**src/rtl/mdu_sequencer_pkg.sv**
```systemverilog
// Shared decode constants and FSM encoding for the multiply/divide sequencer.
package mdu_sequencer_pkg;

    localparam logic [6:0] OPC_OP      = 7'b0110011;
    localparam logic [6:0] M_FUNCT7    = 7'b0000001;

    localparam logic [2:0] MUL_FUNCT3  = 3'b000;
    localparam logic [2:0] DIV_FUNCT3  = 3'b100;
    localparam logic [2:0] DIVU_FUNCT3 = 3'b101;
    localparam logic [2:0] REM_FUNCT3  = 3'b110;
    localparam logic [2:0] REMU_FUNCT3 = 3'b111;

    localparam int MDU_STATE_WIDTH = 2;

    typedef enum logic [MDU_STATE_WIDTH-1:0] {
        MDU_IDLE = 2'd0,
        MDU_CALC = 2'd1,
        MDU_DONE = 2'd2
    } mdu_state_e;

    // MUL plus the four divide/remainder ops; MULH* are deliberately excluded.
    function automatic logic is_m_funct3(input logic [2:0] f3);
        return (f3 == MUL_FUNCT3) || f3[2];
    endfunction

endpackage

```
**src/rtl/mdu_iter_datapath.sv**
```systemverilog
// One-bit-per-cycle shift-add multiplier / restoring divider sharing three registers.
//   acc : product accumulator (mul) / partial remainder (div)
//   shr : multiplier shifting right (mul) / dividend->quotient shifting left (div)
//   shl : multiplicand shifting left (mul) / divisor, held (div)
module mdu_iter_datapath
    import mdu_sequencer_pkg::*;
#(
    parameter int XLEN = 32
) (
    input  logic            clk,
    input  logic            rst,
    input  logic            load,
    input  logic            step,
    input  logic            is_div,
    input  logic [XLEN-1:0] op_a,   // multiplicand / dividend magnitude
    input  logic [XLEN-1:0] op_b,   // multiplier / divisor magnitude
    output logic [XLEN-1:0] prod,
    output logic [XLEN-1:0] quo,
    output logic [XLEN-1:0] rem
);

    logic [XLEN-1:0] acc, shr, shl;
    logic [XLEN-1:0] acc_n, shr_n, shl_n;
    logic [XLEN:0]   trial;

    // Next values for one iteration of whichever algorithm is selected.
    always_comb begin
        trial = {acc, shr[XLEN-1]} - {1'b0, shl};
        acc_n = acc;
        shr_n = shr;
        shl_n = shl;
        if (is_div) begin
            // trial[XLEN] set means the subtraction borrowed: restore.
            acc_n = trial[XLEN] ? {acc[XLEN-2:0], shr[XLEN-1]} : trial[XLEN-1:0];
            shr_n = {shr[XLEN-2:0], ~trial[XLEN]};
        end else begin
            acc_n = shr[0] ? acc + shl : acc;
            shr_n = shr >> 1;
            shl_n = shl << 1;
        end
    end

    // Operand load on accept, one iteration per step.
    always_ff @(posedge clk) begin
        if (rst) begin
            acc <= '0;
            shr <= '0;
            shl <= '0;
        end else if (load) begin
            acc <= '0;
            shr <= is_div ? op_a : op_b;
            shl <= is_div ? op_b : op_a;
        end else if (step) begin
            acc <= acc_n;
            shr <= shr_n;
            shl <= shl_n;
        end
    end

    // Expose post-step values so the final iteration's result can be captured
    // on the same edge that performs it.
    assign prod = step ? acc_n : acc;
    assign quo  = step ? shr_n : shr;
    assign rem  = step ? acc_n : acc;

endmodule

```
**src/rtl/mdu_sequencer.sv**
```systemverilog
// EX-stage RV32M sequencer: decode, stall, iteration control and sign fixup.
module mdu_sequencer
    import mdu_sequencer_pkg::*;
#(
    parameter int XLEN = 32
) (
    input  logic            clk,
    input  logic            rst,
    input  logic [31:0]     inst,
    input  logic            inst_valid,
    input  logic            flush,
    input  logic [XLEN-1:0] rs1_val,
    input  logic [XLEN-1:0] rs2_val,
    output logic            stall,
    output logic            busy,
    output logic            done,
    output logic [XLEN-1:0] result
);

    localparam int CNT_W = $clog2(XLEN);

    mdu_state_e       state, state_nxt;
    logic [CNT_W-1:0] cnt;
    logic [2:0]       op_f3;
    logic             q_neg, r_neg;

    logic [2:0]       f3;
    logic             m_op, accept, sc, load, step, dp_is_div;
    logic             dec_signed, dec_div, neg_a, neg_b;
    logic [XLEN-1:0]  mag_a, mag_b, dp_a, dp_b, sc_val, fix_val;
    logic [XLEN-1:0]  dp_prod, dp_quo, dp_rem;
    logic             unused_inst;

    assign f3          = inst[14:12];
    assign unused_inst = ^{inst[24:15], inst[11:7]};

    assign m_op = inst_valid && (inst[6:0] == OPC_OP) && (inst[31:25] == M_FUNCT7)
                  && is_m_funct3(f3);

    // Operand preparation for the instruction being offered in EX.
    always_comb begin
        dec_div    = (f3 != MUL_FUNCT3);
        dec_signed = (f3 == DIV_FUNCT3) || (f3 == REM_FUNCT3);
        neg_a      = dec_signed && rs1_val[XLEN-1];
        neg_b      = dec_signed && rs2_val[XLEN-1];
        mag_a      = neg_a ? -rs1_val : rs1_val;
        mag_b      = neg_b ? -rs2_val : rs2_val;
        dp_a       = dec_div ? mag_a : rs1_val;
        dp_b       = dec_div ? mag_b : rs2_val;
        sc         = 1'b0;
        sc_val     = '0;
        if (dec_div && (rs2_val == '0)) begin
            sc     = 1'b1;
            sc_val = f3[1] ? rs1_val : '1;
        end else if (dec_signed && (rs1_val == {1'b1, {(XLEN-1){1'b0}}})
                     && (rs2_val == '1)) begin
            sc     = 1'b1;
            sc_val = f3[1] ? '0 : rs1_val;
        end
    end

    // Next state and datapath control.
    always_comb begin
        state_nxt = state;
        accept    = 1'b0;
        load      = 1'b0;
        step      = 1'b0;
        case (state)
            MDU_IDLE: begin
                if (m_op && !flush) begin
                    accept    = 1'b1;
                    load      = !sc;
                    state_nxt = sc ? MDU_DONE : MDU_CALC;
                end
            end
            MDU_CALC: begin
                if (flush) begin
                    state_nxt = MDU_IDLE;
                end else begin
                    step = 1'b1;
                    if (cnt == '0) state_nxt = MDU_DONE;
                end
            end
            MDU_DONE: state_nxt = MDU_IDLE;
            default:  state_nxt = MDU_IDLE;
        endcase
    end

    assign dp_is_div = (state == MDU_IDLE) ? dec_div : (op_f3 != MUL_FUNCT3);

    // Final sign fixup from the latched op.
    always_comb begin
        case (op_f3)
            DIV_FUNCT3:  fix_val = q_neg ? -dp_quo : dp_quo;
            DIVU_FUNCT3: fix_val = dp_quo;
            REM_FUNCT3:  fix_val = r_neg ? -dp_rem : dp_rem;
            REMU_FUNCT3: fix_val = dp_rem;
            default:     fix_val = dp_prod;
        endcase
    end

    // State, counter, latched op and result register.
    always_ff @(posedge clk) begin
        if (rst) begin
            state  <= MDU_IDLE;
            cnt    <= '0;
            op_f3  <= '0;
            q_neg  <= 1'b0;
            r_neg  <= 1'b0;
            result <= '0;
        end else begin
            state <= state_nxt;
            if (accept) begin
                op_f3 <= f3;
                q_neg <= neg_a ^ neg_b;
                r_neg <= neg_a;
                cnt   <= CNT_W'(XLEN-1);
                if (sc) result <= sc_val;
            end
            if (step) begin
                cnt <= cnt - 1'b1;
                if (cnt == '0) result <= fix_val;
            end
        end
    end

    assign busy  = (state == MDU_CALC);
    assign done  = (state == MDU_DONE);
    assign stall = ((state == MDU_IDLE) && m_op && !flush) || (state == MDU_CALC);

    mdu_iter_datapath #(.XLEN(XLEN)) u_dp (
        .clk    (clk),
        .rst    (rst),
        .load   (load),
        .step   (step),
        .is_div (dp_is_div),
        .op_a   (dp_a),
        .op_b   (dp_b),
        .prod   (dp_prod),
        .quo    (dp_quo),
        .rem    (dp_rem)
    );

endmodule

```
**config.mk**
```make
export PLATFORM = sky130hd
export DESIGN_NAME = mdu_sequencer
export DESIGN_NICKNAME = d
export VERILOG_FILES = /design/src/rtl/mdu_sequencer_pkg.sv /design/src/rtl/mdu_iter_datapath.sv /design/src/rtl/mdu_sequencer.sv
export SDC_FILE = /design/constraint.sdc
export NUM_CORES = 1
export LEC_CHECK = 0
export CORE_ASPECT_RATIO = 1.75
export CORE_MARGIN = 10
export CORE_UTILIZATION = 61
export DETAILED_ROUTE_END_ITERATION = 8
export MAX_ROUTING_LAYER = met4
export PLACE_DENSITY = 0.85
export SLEW_MARGIN = 20
export SYNTH_ARGS = -nofsm -noshare
export SYNTH_HDL_FRONTEND = slang
export SYNTH_SLANG_ARGS = --single-unit
```
**constraint.sdc**
```tcl
create_clock -name clk -period 10.4 [get_ports clk]
set_input_delay 1.04 -clock clk [delete_from_list [all_inputs] [get_ports clk]]
set_output_delay 1.04 -clock clk [all_outputs]
set_load 0.01 [all_outputs]
```
==> flow_metrics.env <==
export IMPL_detail_route_antenna_nets=0
export IMPL_crit_path_frequent_cell="a211oi_1"
export IMPL_syn_nets=2500
export IMPL_postCtsSetupBuffers=0
export IMPL_cts_htree_levels=4
export IMPL_drv_cap=0
export IMPL_finalInstanceArea_um2=17600
export IMPL_cp_cell_sequence="inv_1 > ha_1 > inv_1 > fa_1 > a211oi_1 > o211ai_1 > a31oi_1 > a2111oi_4 > o21ai_1 > nand2_2 > o31ai_1 > nand4_1 > o31ai_1 > xor2_1 > a211oi_1 > a211oi_1"
export IMPL_max_freq_ghz=0.134
export IMPL_worstSetupPathType="register to register"
export IMPL_place_area_um2=17000
export IMPL_peakVddDrop_mv=0.0965
export IMPL_routed_via_density=7.16
export IMPL_hold_viol=0
export IMPL_io_pins=135
export IMPL_final_nets=2521
export IMPL_syn_area_um2=15600
export IMPL_netlist_instances=2329
export IMPL_rows=77
export IMPL_ys_flop_type="dfxtp_1"
export IMPL_r2r_start="u_dp.shr[31]"
export IMPL_ys_seq_area_share_pct=17.9
export IMPL_finalClockSkew_ns=0.0135
export IMPL_grtUsageTotal_pct=41.4
export IMPL_worst_pin_slew_ns=1.29
export IMPL_post_route_drc_count=0
export IMPL_ys_seq_elements=140
export IMPL_fin_ws_ns=2.94
export IMPL_min_path_cells=1
export IMPL_crit_path_end_kind="register"
export IMPL_setup_viol=0
export IMPL_r2r_end="result[16]"
export IMPL_overflow=0
export IMPL_first_pass_iters=7
export IMPL_grt_max_degree=93
export IMPL_dpl_hpwl_mm=52.9
export IMPL_die_w_um=141
export IMPL_status="completed"
export IMPL_clock_sinks=140
export IMPL_clk_latency_ns=0.45
export IMPL_num_fill_cells=2262
export IMPL_ys_types=86
export IMPL_place_ws_ns=3.57
export IMPL_syn_avg_cell_area_um2=6.71
export IMPL_synth_edf_count=0
export IMPL_area_delta_synth_final_pct=12.7
export IMPL_min_from="cnt[3]"
export IMPL_drt_wirelength_per_cell_um=25.9
export IMPL_relSlewSlack_pct=12.1
export IMPL_period_needed_ns=7.46
export IMPL_crit_path_top_delay_cell="a211oi_1"
export IMPL_async_flop_share_pct=0
export IMPL_hold_class="register to register"
export IMPL_place_congestion=1.14
export IMPL_power_density_nw_per_um2=79.5
export IMPL_cts_tree="yes"
export IMPL_path_clk_slew_ns=0.06
export IMPL_grt_pass1_vias=17800
export IMPL_core_area_um2=25200
export IMPL_clock_path_buffers=2
export IMPL_start_kind="register"
export IMPL_crit_required_ns=10.67
export IMPL_rsz0062_at_grt="no"
export IMPL_p_leak_nw=6.53
export IMPL_cts_root_buffer="clkbuf_16"
export IMPL_wl_mm=69.4
export IMPL_worst_path_max_fanout=19
export IMPL_die_area_um2=32700
export IMPL_synth_commonest_cells="317 x nand2_1, 279 x nor2_1, 254 x a21oi_1"
export IMPL_drive_gt1_share_pct=4.95
export IMPL_antenna_found_initial=1
export IMPL_slowest_delay_ns=1.03
export IMPL_initial_core_util_pct=61.9
export IMPL_yosys_area_top_type="dfxtp_1"
export IMPL_maxSlewViolCount=0
export IMPL_reg2regPathDepth=16
export IMPL_synth_most_common_cell="nand2_1"
export IMPL_yosys_warnings=0
export IMPL_post_route_util_pct=69.8
export IMPL_initialDrtViolationCount=2767
export IMPL_tns_ns=0
export IMPL_ys_top_cells_by_area="dfxtp_1 18%, a21oi_1 8.1%, nand2_1 7.6%"
export IMPL_holdPathEnd="cnt[3]"
export IMPL_portBuffers=119
export IMPL_grt_pass1_wl_mm=103
export IMPL_period_share_pct=71.7
export IMPL_cts_buffers_inserted=17
export IMPL_arrival_ns=7.73
export IMPL_holdWs_ns=0.473
export IMPL_num_vias=19200
export IMPL_hold_buffers=0
export IMPL_synth_top_area_share_pct=17.9
export IMPL_ctsResizeCount=0
export IMPL_rrSetupSlack_ns=2.94
export IMPL_die_h_um=232
-- cell usage in the layout, fill, tap and decap left out, types with 38 or more instances in the layout --
master           count
xnor2_1             90
nand2_1            316
a31oi_1             45
clkdlybuf4s50_1    118
dfxtp_1            139
nor2_1             276
nand4_1             38
ha_1                69
mux2i_1             39
nand3_1             44
inv_1               73
nor3_1              61
xor2_1              59
o21ai_0            128
a21oi_1            254
a211oi_1            90
-- cells by family after synthesis --
logic type                 Yosys count  synth area share [%]
and+or+nand+nor                    881                  25.4
AOI/OAI and AO/OA                  804                  33.2
buffers and inverters              227                  5.58
xor gates and xnor gates           149                  8.35
DFF                                140                  17.9
adders and majority gates           71                  5.78
muxes                               57                  3.81
-- worst max-delay path, delay by kind of cell, from the launching register on --
| kind | cells | cell delay, ns |
|---|---|---|
| AOI/OAI and AO/OA | 9 | 4.62 |
| xor gates and xnor gates | 1 | 0.13 |
| adders and majority gates | 2 | 0.59 |
| buffers and inverters | 2 | 0.17 |
| DFF | 1 | 0.46 |
| and+or+nand+nor | 2 | 1.26 |
-- report_power, final --
part / switching (mW) / internal [mW]
clock network: 0.260 / 0.444
registers: 0.00000624 / 0.536
logic: 0.103 / 0.0580
total: 0.363 / 1.04
-- flip-flops by register name, indices dropped and copies added, names as in the netlist --
register and flops:
result 32, u_dp.acc 32, u_dp.shl 32, u_dp.shr 32
cnt 5, op_f3 3, state 2, q_neg 1
r_neg 1
-- final cells by class --
type	count	area (um^2)	share of cell area (%)
multi-input combinational	1962	12000	68.3
sequential	140	2800	15.9
timing repair buffer	154	1450	8.24
clock buffer	21	470	2.67
tap	316	395	2.24
inverter	75	282	1.60
clock inverter	10	188	1.07
antenna	1	2.50	0.0142
-- worst max-delay path by stage --
stage / startpoint / end / slack, ns
global route: u_dp.shr[31] / result[16] / 3.09
global placement: u_dp.shr[31] / result[21] / 3.79
detailed placement: u_dp.shr[31] / result[21] / 3.57
finish: u_dp.shr[31] / result[16] / 2.94
floorplan: flush / result[28] / 5.25
CTS: u_dp.shr[31] / result[21] / 3.52
-- metrics by stage --
step           cells  power [mW]
2_1_floorplan   2329       0.619
3_3_place_gp    2647       0.700
3_5_place_dp    2647       0.702
4_1_cts         2678        1.39
5_1_grt         2679        1.42
6_report        2679        1.40
-- metal layers --
layer  vias to the layer above  routed length, um  global-route usage [%]
li1                       8585                  -                       -
met1                      8775              22600                    43.2
met2                      1427              32500                    66.7
met3                       399               6980                    6.98
met4                         0               7280                    35.7
met5                         -                  0                       -
Power figures use the tool's default switching activity.
